`src/rtl/alu_arbiter.sv`:
```
// Round-robin arbiter that shares one combinational ALU between two requesters.
// Each accepted operation runs IDLE -> EXEC -> RESP and returns a registered result to its owner.
module alu_arbiter #(
    parameter int unsigned ALU_LENGTH = 4,
    parameter int unsigned DATA_W     = 32
) (
    input  logic                  clk,
    input  logic                  rst,

    input  logic                  req0_valid,
    output logic                  req0_ready,
    input  logic [ALU_LENGTH-1:0] req0_opcode,
    input  logic [DATA_W-1:0]     req0_left,
    input  logic [DATA_W-1:0]     req0_right,
    output logic                  rsp0_valid,
    input  logic                  rsp0_ready,
    output logic [DATA_W-1:0]     rsp0_result,

    input  logic                  req1_valid,
    output logic                  req1_ready,
    input  logic [ALU_LENGTH-1:0] req1_opcode,
    input  logic [DATA_W-1:0]     req1_left,
    input  logic [DATA_W-1:0]     req1_right,
    output logic                  rsp1_valid,
    input  logic                  rsp1_ready,
    output logic [DATA_W-1:0]     rsp1_result,

    output logic [ALU_LENGTH-1:0] alu_opcode,
    output logic [DATA_W-1:0]     alu_left,
    output logic [DATA_W-1:0]     alu_right,
    input  logic [DATA_W-1:0]     alu_result,

    output logic                  busy
);

    typedef enum logic [1:0] {
        S_IDLE = 2'd0,
        S_EXEC = 2'd1,
        S_RESP = 2'd2
    } state_t;

    state_t                r_state;
    state_t                w_state_nxt;

    logic                  w_any_req;
    logic                  w_grant;
    logic                  w_accept;
    logic                  w_rsp_done;
    logic [ALU_LENGTH-1:0] w_sel_opcode;
    logic [DATA_W-1:0]     w_sel_left;
    logic [DATA_W-1:0]     w_sel_right;

    logic                  r_last_grant;
    logic                  r_owner;
    logic                  r_busy;
    logic                  r_rsp0_valid;
    logic                  r_rsp1_valid;
    logic [DATA_W-1:0]     r_rsp0_result;
    logic [DATA_W-1:0]     r_rsp1_result;
    logic [ALU_LENGTH-1:0] r_alu_opcode;
    logic [DATA_W-1:0]     r_alu_left;
    logic [DATA_W-1:0]     r_alu_right;

    assign w_any_req = req0_valid || req1_valid;

    // State register
    always_ff @(posedge clk or posedge rst) begin
        if (rst) begin
            r_state <= S_IDLE;
        end else begin
            r_state <= w_state_nxt;
        end
    end

    // Next state, round-robin grant and handshake decode
    always_comb begin
        w_state_nxt = r_state;
        w_grant     = 1'b0;
        w_accept    = 1'b0;
        w_rsp_done  = 1'b0;

        if (req0_valid && req1_valid) begin
            w_grant = ~r_last_grant;
        end else begin
            w_grant = req1_valid;
        end

        case (r_state)
            S_IDLE: begin
                if (w_any_req) begin
                    w_accept    = 1'b1;
                    w_state_nxt = S_EXEC;
                end
            end
            S_EXEC: begin
                w_state_nxt = S_RESP;
            end
            S_RESP: begin
                w_rsp_done = r_owner ? (r_rsp1_valid && rsp1_ready)
                                     : (r_rsp0_valid && rsp0_ready);
                if (w_rsp_done) begin
                    w_state_nxt = S_IDLE;
                end
            end
            default: begin
                w_state_nxt = S_IDLE;
            end
        endcase
    end

    assign req0_ready = w_accept && !w_grant;
    assign req1_ready = w_accept &&  w_grant;

    assign w_sel_opcode = w_grant ? req1_opcode : req0_opcode;
    assign w_sel_left   = w_grant ? req1_left   : req0_left;
    assign w_sel_right  = w_grant ? req1_right  : req0_right;

    // The ALU operand registers double as the latched request; they are only non-zero during EXEC
    always_ff @(posedge clk or posedge rst) begin
        if (rst) begin
            r_last_grant  <= 1'b1;
            r_owner       <= 1'b0;
            r_busy        <= 1'b0;
            r_rsp0_valid  <= 1'b0;
            r_rsp1_valid  <= 1'b0;
            r_rsp0_result <= '0;
            r_rsp1_result <= '0;
            r_alu_opcode  <= '0;
            r_alu_left    <= '0;
            r_alu_right   <= '0;
        end else begin
            if (w_accept) begin
                r_owner      <= w_grant;
                r_last_grant <= w_grant;
                r_busy       <= 1'b1;
                r_alu_opcode <= w_sel_opcode;
                r_alu_left   <= w_sel_left;
                r_alu_right  <= w_sel_right;
            end

            if (r_state == S_EXEC) begin
                r_alu_opcode <= '0;
                r_alu_left   <= '0;
                r_alu_right  <= '0;
                if (r_owner) begin
                    r_rsp1_result <= alu_result;
                    r_rsp1_valid  <= 1'b1;
                end else begin
                    r_rsp0_result <= alu_result;
                    r_rsp0_valid  <= 1'b1;
                end
            end

            if (w_rsp_done) begin
                r_busy       <= 1'b0;
                r_rsp0_valid <= 1'b0;
                r_rsp1_valid <= 1'b0;
            end
        end
    end

    assign rsp0_valid  = r_rsp0_valid;
    assign rsp1_valid  = r_rsp1_valid;
    assign rsp0_result = r_rsp0_result;
    assign rsp1_result = r_rsp1_result;
    assign alu_opcode  = r_alu_opcode;
    assign alu_left    = r_alu_left;
    assign alu_right   = r_alu_right;
    assign busy        = r_busy;

endmodule

```
`config.mk`:
```
export PLATFORM = sky130hd
export DESIGN_NAME = alu_arbiter
export DESIGN_NICKNAME = d
export VERILOG_FILES = /design/src/rtl/alu_arbiter.sv
export SDC_FILE = /design/constraint.sdc
export NUM_CORES = 1
export LEC_CHECK = 0
export BUFFER_PORTS_ARGS = -buffer_cell sky130_fd_sc_hd__buf_2
export CAP_MARGIN = 20
export CORE_UTILIZATION = 40
export CTS_CLUSTER_DIAMETER = 100
export DETAILED_ROUTE_END_ITERATION = 10
export PLACE_DENSITY_LB_ADDON = 0.12
export SYNTH_ARGS = -nofsm -noshare
export SYNTH_HDL_FRONTEND = slang
export SYNTH_SLANG_ARGS = --single-unit
```
`constraint.sdc`:
```
create_clock -name clk -period 4 [get_ports clk]
set_input_delay 0.4 -clock clk [delete_from_list [all_inputs] [get_ports clk]]
set_output_delay 0.4 -clock clk [all_outputs]
set_load 0.02 [all_outputs]
```
# After elaboration in Yosys (flattened, before gate mapping)
# Index checks and enable logic that the tools add are counted.
# totals
ff_bits	139
latchBits	0
ram_bits	0
rom_bits	0
inputBits	174
out_inout_bits	137
elab_cells	60
memories	0
# classes
addsub	0
multipliers	0
n_div	0
magnitude_cmp	0
n_eq_ne	5
shifts	0
mux	25
bitwise	2
reduce_logical	17
# ops
cell	n
32-bit two-way mux	6
1-bit two-way mux	13
4-bit two-way mux	3
2-bit AND reduction	5
2-bit nonzero test	4
2-bit != test, second input constant	3
2-bit one-hot mux with 3 select lines	1
1-bit logical AND	5
2-bit two-way mux	2
2-bit by 1-bit == test with 1-bit output, second input constant	1
2-bit == test, second input constant	1
2-bit logical NOT	1
1-bit NOT	2
1-bit logical NOT	1
1-bit logical OR	1

# Depth between registers and ports, before layout
# Gate-level depths: netlist (run 1).
# depth
depth_word	5
depth_mapped	7
mapped_depth_nobuf	4

# Worst setup path before layout (run 1)
# Ideal clock, no wire load.
# synth_timing
kind	register to output
start	register r_state[1]
end	output port req1_ready
t_arrival_ps	1349
required_time_ps	3600
setup_slack_ps	2251
stages_incl_launch_ff	6
n_path_buf	3
path_cell_list	dfrtp_1 buf_2 nor2_2 clkbuf_1 clkbuf_1 and2_1
# synth_between
elab_chain_len	3
# synth_rtl
item	line_no	rtl
from (decl)	42	state_t r_state;
from (signal assigned)	71	r_state <= w_state_nxt;
2-bit logical NOT	88	case (r_state)
1-bit two-way mux	88	
1-bit logical AND	112	assign req1_ready = w_accept && w_grant;
to (decl)	20	output logic req1_ready,
# Every way passes these cells.

# Final worst setup path (run 1)
# Ends and elaborated chain as after synthesis.

==> results of run 1 <==
==> worst paths after layout <==
path / start / end / slack, ns / depth (start not counted)
max: r_state[1] / req1_ready / 1.70 / 4
min in group clk: req0_right[30] / alu_right[30] / 0.22 / 2
min: rst / rsp1_result[4] / 0.003 / 2
max in group asynchronous: rst / alu_right[20] / 3.08 / 3
max reg2reg: r_last_grant / alu_left[17] / 2.05 / 5
min reg2reg: rsp0_result[10] / rsp0_result[10] / 0.48 / 1
==> per-stage QoR <==
stage                     hold slack, ns  instance area [um^2]  power (mW)  setup WS [ns]  cells
after global routing              0.0231                  7930        7.39           1.58    891
after floorplan                    0.532                  5630        4.41           1.87    400
after detailed placement           0.443                  7330        5.48           1.95    859
after global placement             0.433                  7330        5.41           1.99    859
final                            0.00315                  7930        6.98           1.70    891
after CTS                       0.000142                  7930        7.06           1.70    891
==> kinds of logic (layout without fill, tap and decap cells) <==
kind of cell,count (synthesis),in the layout,synth area share
AND/OR/NAND/NOR,82,82,0.0908
flip-flops,139,139,0.619
buffers and inverters,39,354,0.0307
multiplexers,64,64,0.128
AO/OA/AOI/OAI,76,76,0.132
==> flip-flops by register name, summed over array words and instances, names as in the netlist <==
signal / flops
alu_left: 32
alu_opcode: 4
alu_right: 32
busy: 1
r_last_grant: 1
r_owner: 1
r_state: 2
rsp0_result: 32
rsp0_valid: 1
rsp1_result: 32
rsp1_valid: 1
==> where the power goes <==
| group | internal [mW] | leakage, nW | switching [mW] |
|---|---|---|---|
| sequential | 2.06 | 1.71 | 0.364 |
| combinational | 1.24 | 2.28 | 1.77 |
| clock | 0.982 | 0.285 | 0.571 |
==> cell type report <==
type / count / share of cell area
Sequential cell: 139 / 0.439
Multi-Input combinational cell: 222 / 0.251
Timing Repair Buffer: 318 / 0.205
Clock buffer: 22 / 0.0611
Tap cell: 176 / 0.0278
Clock inverter: 10 / 0.0144
Inverter: 4 / 0.00237
==> metal layers <==
metal,vias to the layer above,share of wire
met5,-,0
met4,0,0.025
met3,28,0.074
met2,200,0.51
met1,2290,0.39
li1,2148,-
==> synthesized netlist by cell type, drive strengths merged <==
master  instances  area share
nand4           1      0.0011
o21a            2      0.0027
nor2            4      0.0031
a21boi          1      0.0020
inv             4      0.0027
o21ai           1     0.00089
and2            1      0.0011
mux2           64        0.13
a21o            1      0.0013
nand3           2      0.0018
buf            17       0.016
o21ba           1      0.0018
a21oi           2      0.0018
a221o          68        0.12
dfrtp         138        0.61
dfstp           1      0.0047
nand2b          2      0.0022
clkbuf         18       0.012
nor3b           1      0.0022
and3           68       0.076
nor3            1     0.00089
nand3b          2      0.0027
==> results.json, run 1 <==
{
  "grt_util_met2": 0.383,
  "maxSlewViolCount": 0,
  "totalWireLength_um": 16000,
  "holdCritPathClass": "in -> async",
  "use_met1": 0.264,
  "setup_viol": 0,
  "fmax_ghz": 0.435,
  "max-slew-margin-rel": 0.471,
  "powerDensity_nw_per_um2": 880,
  "cts_sinks": 139,
  "dieArea_um2": 14500,
  "ctsHoldBuffers": 0,
  "n_fill_cell": 1153,
  "start_util": 0.418,
  "multi_input_area_um2": 1990,
  "yosysSeqAreaShare": 0.619,
  "first_global_vias": 4700,
  "max_cap_violations": 0,
  "layout_common_cells": "buf_2 (310), dfrtp_1 (138), and3_1 (68), a221o_1 (68), mux2_2 (61)",
  "syn_avg_cell_area_um2": 14.1,
  "die_w_um": 121,
  "setup.worst_path.end_class": "output pin",
  "nets": 876,
  "h-tree-depth": 4,
  "io_buffers": 310,
  "routed-via-count": 4666,
  "via_per_inst": 5.24,
  "peakVddDrop_mv": 0.351,
  "syn-num-nets": 574,
  "num_rows": 42,
  "drc": 0,
  "cts_buffers": 17,
  "clk_latency_ns": 0.41,
  "synthDistinctLibCells": 26,
  "dp_hpwl_um": 11800,
  "diodes": 0,
  "areaGrowthSynthToFinish_pct": 41.1,
  "cts_resized": 0,
  "cts_max_path_buffers": 2,
  "cp_slowest_stage_delay_ns": 0.49,
  "syn_inst": 400,
  "critPathLaunchType": "register",
  "postCtsSetupBuffers": 0,
  "grt_max_degree": 77,
  "grtUsageMet3": 0.0708,
  "setup_tns_ns": 0,
  "tightest_slew_ns": 0.794,
  "grt_pass1_wl_um": 24900,
  "grt-busiest-layer": "met2",
  "critical_path.top_delay_family": "buffers and inverters",
  "drt-initial-drc-count": 162,
  "worstPathArrival_ns": 1.90,
  "cts.clk_slew.worst_paths_ns": 0.06,
  "hold_viol": 0,
  "core_region_area_um2": 13500,
  "ys_ff_latch": 139,
  "regArea_um2": 3480,
  "post-route-period-util": 0.575,
  "p_leak_nw": 4.27,
  "yosysWarnings": 0,
  "crit_chain": "nor2_4 -> buf_4 -> and2_1 -> buf_2",
  "io_pins": 311,
  "root_buffer": "clkbuf_16",
  "synth_area_um2": 5620,
  "status": "complete, no violations",
  "chipHeight_um": 121,
  "critical_path_required_ns": 3.60,
  "finalClockSkew_ns": 0.0111,
  "rsz0062_at_grt": "no",
  "crit_type": "reg -> out",
  "drive_gt1_frac": 0.586,
  "fin_crit_ns": 2.30,
  "ant_nets": 0,
  "final_common_cell": "buf_2",
  "firstDrtPassIters": 4,
  "grt.overflow.total": 0,
  "grt_usage": 0.225,
  "crit_buf_inv": 2,
  "fin_util": 0.590,
  "cts_tree": "built",
  "antenna_found_initial": 0,
  "place_congestion": 0.790,
  "cp_max_fo": 69,
  "wl_per_cell_um": 17.9,
  "crit_path_top_delay_cell": "dfrtp_1"
}
(Power assumes the default switching activity.)
==> run 2, diff against run 1 <==
clock period = 2 ns   (was 4 ns; I/O delays follow)
==> run 2 against run 1 <==
Combinational power increased by 110%; worst hold slack improved by 0.019 ns; setup slack got worse by 1.6 ns; sequential share of layout area decreased by 1.0 points; sequential power increased by 100%; wire length decreased by 0.33%; core utilization increased by 1.4 points; clock-buffer cell count decreased by 4; global-route usage decreased by 0.29 points.
==> results.json, run 2 (synthesized netlist as in run 1, its figures left out) <==
{
  "powerDensity_nw_per_um2": 1790,
  "drive_gt1_frac": 0.587,
  "swShare": 0.377,
  "setup.worst_path.end_class": "output pin",
  "io_buffers": 310,
  "cts_sinks": 139,
  "intPower_mw": 9.07,
  "firstDrtPassIters": 4,
  "drt-initial-drc-count": 214,
  "status": "complete, no violations",
  "setup_tns_ns": 0,
  "routed-via-count": 4683,
  "whs_endpoint": "alu_right[9]",
  "power_switching_mw": 5.49,
  "max_cap_violations": 0,
  "seq_power_share": 0.334,
  "final_common_cell": "buf_2",
  "cts_tree": "built",
  "ant_nets": 0,
  "clk_latency_ns": 0.41,
  "start_util": 0.418,
  "via_per_inst": 5.23,
  "place_congestion": 0.803,
  "critical_path_required_ns": 1.80,
  "r2r_cells": 5,
  "cp_max_fo": 19,
  "pwr-share-clk": 0.243,
  "layout_common_cells": "buf_2 (310), dfrtp_1 (138), and3_1 (68), a221o_1 (68), mux2_2 (61)",
  "grt_usage": 0.222,
  "h-tree-depth": 4,
  "fin_util": 0.603,
  "worstPathArrival_ns": 1.71,
  "wl_per_cell_um": 17.8,
  "drc": 0,
  "ff2ff_setup_slack_ns": 0.23,
  "dieArea_um2": 14500,
  "hold_depth": 2,
  "r2r-start": "r_state[1]",
  "p_leak_nw": 4.35,
  "whs_ns": 0.0217,
  "setup_viol": 0,
  "first_global_vias": 4865,
  "holdCritPathClass": "in -> reg",
  "cts_max_path_buffers": 2,
  "max-slew-margin-rel": 0.573,
  "p_comb_frac": 0.423,
  "num_rows": 42,
  "chipHeight_um": 121,
  "critPathLaunchType": "register",
  "fin_cells": 895,
  "grt_max_degree": 70,
  "n_fill_cell": 1133,
  "peakVddDrop_mv": 0.612,
  "maxSlewViolCount": 0,
  "areaGrowthSynthToFinish_pct": 44.3,
  "hold_viol": 0,
  "rsz0062_at_grt": "no",
  "nets": 880,
  "io_pins": 311,
  "crit_type": "reg -> out",
  "diodes": 0,
  "totalWireLength_um": 15900,
  "r2r-end": "alu_opcode[1]",
  "fin_crit_ns": 1.91,
  "grt_pass1_wl_um": 24900,
  "antenna_found_initial": 0,
  "die_w_um": 121,
  "cts_buffers": 17,
  "cts.clk_slew.worst_paths_ns": 0.06,
  "root_buffer": "clkbuf_16",
  "dp_hpwl_um": 11500,
  "fmax_ghz": 0.524,
  "finalPower_mw": 14.6,
  "crit_start": "r_state[1]",
  "finalClockSkew_ns": 0.00994,
  "tightest_slew_ns": 0.639,
  "hp-start": "req0_right[9]",
  "grt.overflow.total": 0,
  "dpl.cell_count": 862,
  "core_region_area_um2": 13500,
  "post-route-period-util": 0.955
}
run 2: cell types whose count changed in the layout (fill, tap and decap cells not counted), sizes merged:
| cell | previous run | this run |
|---|---|---|
| dlygate4sd3 | 0 | 1 |
| clkinvlp | 5 | 2 |
| bufinv | 2 | 6 |
| clkbuf | 22 | 18 |
| clkinv | 3 | 6 |
| buf | 318 | 321 |
run 2: worst max-delay path, cell delays in order, from the launching register on:
cell      delay [ns]
dfrtp_1         0.53
nor2_4          0.07
nand3_1         0.16
clkinv_2        0.28
buf_2           0.27
run 2: worst max path at each step:
stage / slack, ns / end / cells after the start
CTS: 0.007 / req0_ready / 4
detailed placement: 0.35 / alu_right[16] / 5
global placement: 0.42 / alu_opcode[2] / 5
global route: 0.005 / req0_ready / 4
finish: 0.09 / req0_ready / 4
floorplan: 0.07 / alu_left[0] / 1
run 2: area by class of cell:
class / count / area (um^2) / area share
sequential: 139 / 3480 / 0.429
clock buffer: 18 / 429 / 0.0529
multi-input combinational: 222 / 1990 / 0.245
clock inverter: 14 / 241 / 0.0298
inverter: 4 / 20.0 / 0.00247
timing repair buffer: 322 / 1740 / 0.214
tap: 176 / 220 / 0.0271
run 2: stage by stage:
| step | cell area [um^2] | setup slack [ns] |
|---|---|---|
| 2_1_floorplan | 5630 | 0.0657 |
| 3_3_place_gp | 7430 | 0.423 |
| 3_5_place_dp | 7430 | 0.346 |
| 4_1_cts | 8110 | 0.00688 |
| 5_1_grt | 8120 | 0.00511 |
| 6_report | 8120 | 0.0900 |
run 2: repair_timing:
| item | 4_1_cts | 5_1_grt |
|---|---|---|
| endpoints found under the setup margin | 0 | 2 |
| buffers inserted | 0 | 0 |
| hold buffers | 1 | 0 |
| hold endpoints to repair | 24 | 0 |
| gates resized for setup | 0 | 2 |
run 2: metal layers:
metal	wire length [um]	global-route usage	vias to the layer above	share of wire
met4	316	0.0880	0	0.020
met1	6270	0.258	2310	0.39
met3	1120	0.0627	24	0.070
met2	8230	0.387	198	0.52
li1	-	-	2151	-
met5	0	0	-	0
run 2: power groups by stage:
stage	sequential, mW	combinational (mW)	clock, mW
floorplan	6.32	2.51	0
global placement	4.84	6.11	0
detailed placement	4.86	6.24	0
CTS	4.86	6.22	3.61
global route	5.02	6.57	3.73
finish	4.86	6.16	3.54
==> run 3, diff against run 2 <==
CORE_AREA = 2 2 122 124   (was not set)
CORE_UTILIZATION = not set   (was 40)
DIE_AREA = 0 0 124 126   (was not set)
clock period = 2.4 ns   (was 2 ns; I/O delays follow)
==> run 3 against run 2 <==
Setup slack gained 0.40 ns; final area shrank 2.3%; global-route usage shrank 1.4 points; core utilization shrank 4.9 points; critical path depth is the same; first-iteration DRC count grew 8.9%; via count shrank 0.36%; register-to-register slack gained 0.47 ns; power shrank 20%; clock-buffer cell count grew 4; flip-flop and latch count is the same; worst hold slack gained 0.0034 ns; largest power group unchanged; highest routed layer unchanged.
==> results.json, run 3 (synthesized netlist as in run 1, its figures left out) <==
{
  "status": "complete, no violations",
  "critical_path_required_ns": 2.16,
  "powerDensity_nw_per_um2": 1460,
  "grt_pass1_wl_um": 24900,
  "cts_tree": "built",
  "dr_wl_met3_um": 1410,
  "finalClockSkew_ns": 0.00958,
  "via_per_inst": 5.18,
  "p_leak_nw": 4.27,
  "drt-initial-drc-count": 233,
  "crit_chain": "nor2_4 -> nand3_1 -> inv_2 -> buf_2",
  "nets": 878,
  "layout_common_cells": "buf_2 (310), dfrtp_1 (138), and3_1 (68), a221o_1 (68), mux2_2 (61)",
  "peakVddDrop_mv": 0.573,
  "routed-via-count": 4666,
  "rsz0062_at_grt": "no",
  "fin_crit_ns": 1.91,
  "cts.clk_slew.worst_paths_ns": 0.06,
  "swShare": 0.387,
  "cts_resized": 0,
  "cts_max_path_buffers": 2,
  "totalWireLength_um": 16200,
  "p_comb_frac": 0.437,
  "postCtsSetupBuffers": 0,
  "fmax_ghz": 0.523,
  "die_w_um": 124,
  "num_rows": 44,
  "dp_hpwl_um": 11600,
  "wl_per_cell_um": 18.0,
  "first_global_vias": 4875,
  "root_buffer": "clkbuf_16",
  "dieArea_um2": 15600,
  "maxSlewViolCount": 0,
  "cts_buffers": 17,
  "crit_buf_inv": 2,
  "ant_nets": 0,
  "max_cap_violations": 0,
  "chipHeight_um": 126,
  "tightest_slew_ns": 0.756,
  "worstPathArrival_ns": 1.67,
  "crit_path_top_delay_cell": "dfrtp_1",
  "critPathLaunchType": "register",
  "setup.worst_path.end_class": "output pin",
  "drc": 0,
  "start_util": 0.393,
  "antenna_found_initial": 1,
  "intPower_mw": 7.11,
  "setup_tns_ns": 0,
  "grt_max_degree": 140,
  "critical_path.top_delay_family": "flip-flops",
  "wl_met2_um": 8020,
  "post-route-period-util": 0.797,
  "areaGrowthSynthToFinish_pct": 41.1,
  "seq_power_share": 0.348,
  "cp_slowest_stage_delay_ns": 0.49,
  "crit_type": "reg -> out",
  "core_region_area_um2": 14300,
  "place_congestion": 0.764,
  "h-tree-depth": 4,
  "cts_sinks": 139,
  "grt.overflow.total": 0,
  "max-slew-margin-rel": 0.496,
  "final_common_cell": "buf_2",
  "io_pins": 311,
  "clk_latency_ns": 0.42,
  "io_buffers": 310,
  "dp_slack_ns": 0.694,
  "ctsHoldBuffers": 0,
  "drive_gt1_frac": 0.583,
  "firstDrtPassIters": 4,
  "setup_viol": 0,
  "holdCritPathClass": "in -> async",
  "met1_length_um": 6290,
  "top_layer_used": "met4",
  "grt_usage": 0.209,
  "power_switching_mw": 4.48,
  "hold_viol": 0,
  "worst_slack_ns": 0.487,
  "pwr-share-clk": 0.215,
  "cp_max_fo": 12
}
==> run 3: cell count changes in the layout (fill, tap and decap cells not counted), moves of 2 or more <==
cell       delta
clkinv_4      -3
clkbuf_8      +2
bufinv_16     -4
inv_6         -2
buf_12        -5
buf_4         +5
clkbuf_1      +2
==> run 3: path summary, 6_finish.rpt <==
| check | cells past startpoint | end | slack (ns) | start |
|---|---|---|---|---|
| max in group asynchronous | 3 | rsp1_valid | 1.78 | rst |
| setup reg to reg | 5 | alu_left[16] | 0.70 | r_state[1] |
| hold / removal | 3 | rsp0_result[28] | 0.03 | rst |
| setup / recovery | 4 | req0_ready | 0.49 | r_state[1] |
| hold reg to reg | 1 | rsp0_result[9] | 0.48 | rsp0_result[9] |
| min in group clk | 2 | alu_right[25] | 0.05 | req0_right[25] |
==> run 3: worst register-to-register path, cell delays in order, from the launching register on <==
cell and delay [ns]:
dfrtp_1 0.49, nor2_4 0.16, nand3_1 0.15, inv_2 0.24, buf_4 0.37, a221o_1 0.23
==> run 3: metal layers <==
| layer | vias to the layer above | GRT usage |
|---|---|---|
| li1 | 2149 | - |
| met1 | 2286 | 0.248 |
| met2 | 200 | 0.344 |
| met3 | 31 | 0.0679 |
| met4 | 0 | 0.0919 |
| met5 | - | 0 |
==> run 3: metrics by stage <==
step | std cells | hold WS (ns) | area (um^2) | total power, mW | util
final | 900 | 0.0251 | 7930 | 11.6 | 0.554
after CTS | 899 | 0.0322 | 7930 | 11.7 | 0.554
after global placement | 869 | 0.462 | 7370 | 9.06 | 0.515
after floorplan | 400 | 0.375 | 5630 | 7.36 | -
after global routing | 900 | 0.0382 | 7930 | 12.3 | 0.554
after detailed placement | 869 | 0.470 | 7370 | 9.20 | 0.515
==> run 3: power groups by stage <==
| stage | clock network, mW | registers, mW | logic, mW |
|---|---|---|---|
| CTS | 2.56 | 4.05 | 5.13 |
| global route | 2.67 | 4.19 | 5.44 |
| floorplan | 0 | 5.27 | 2.09 |
| finish | 2.50 | 4.03 | 5.06 |
| global placement | 0 | 4.03 | 5.03 |
| detailed placement | 0 | 4.05 | 5.15 |
==> run 3: final cells by class <==
| type | count | area (um^2) |
|---|---|---|
| Antenna cell | 1 | 2.50 |
| Timing Repair Buffer | 320 | 1650 |
| Fill cell | 1239 | 6380 |
| Sequential cell | 139 | 3480 |
| Inverter | 4 | 18.8 |
| Multi-Input combinational cell | 222 | 1990 |
| Clock inverter | 8 | 95.1 |
| Tap cell | 184 | 230 |
| Clock buffer | 22 | 464 |
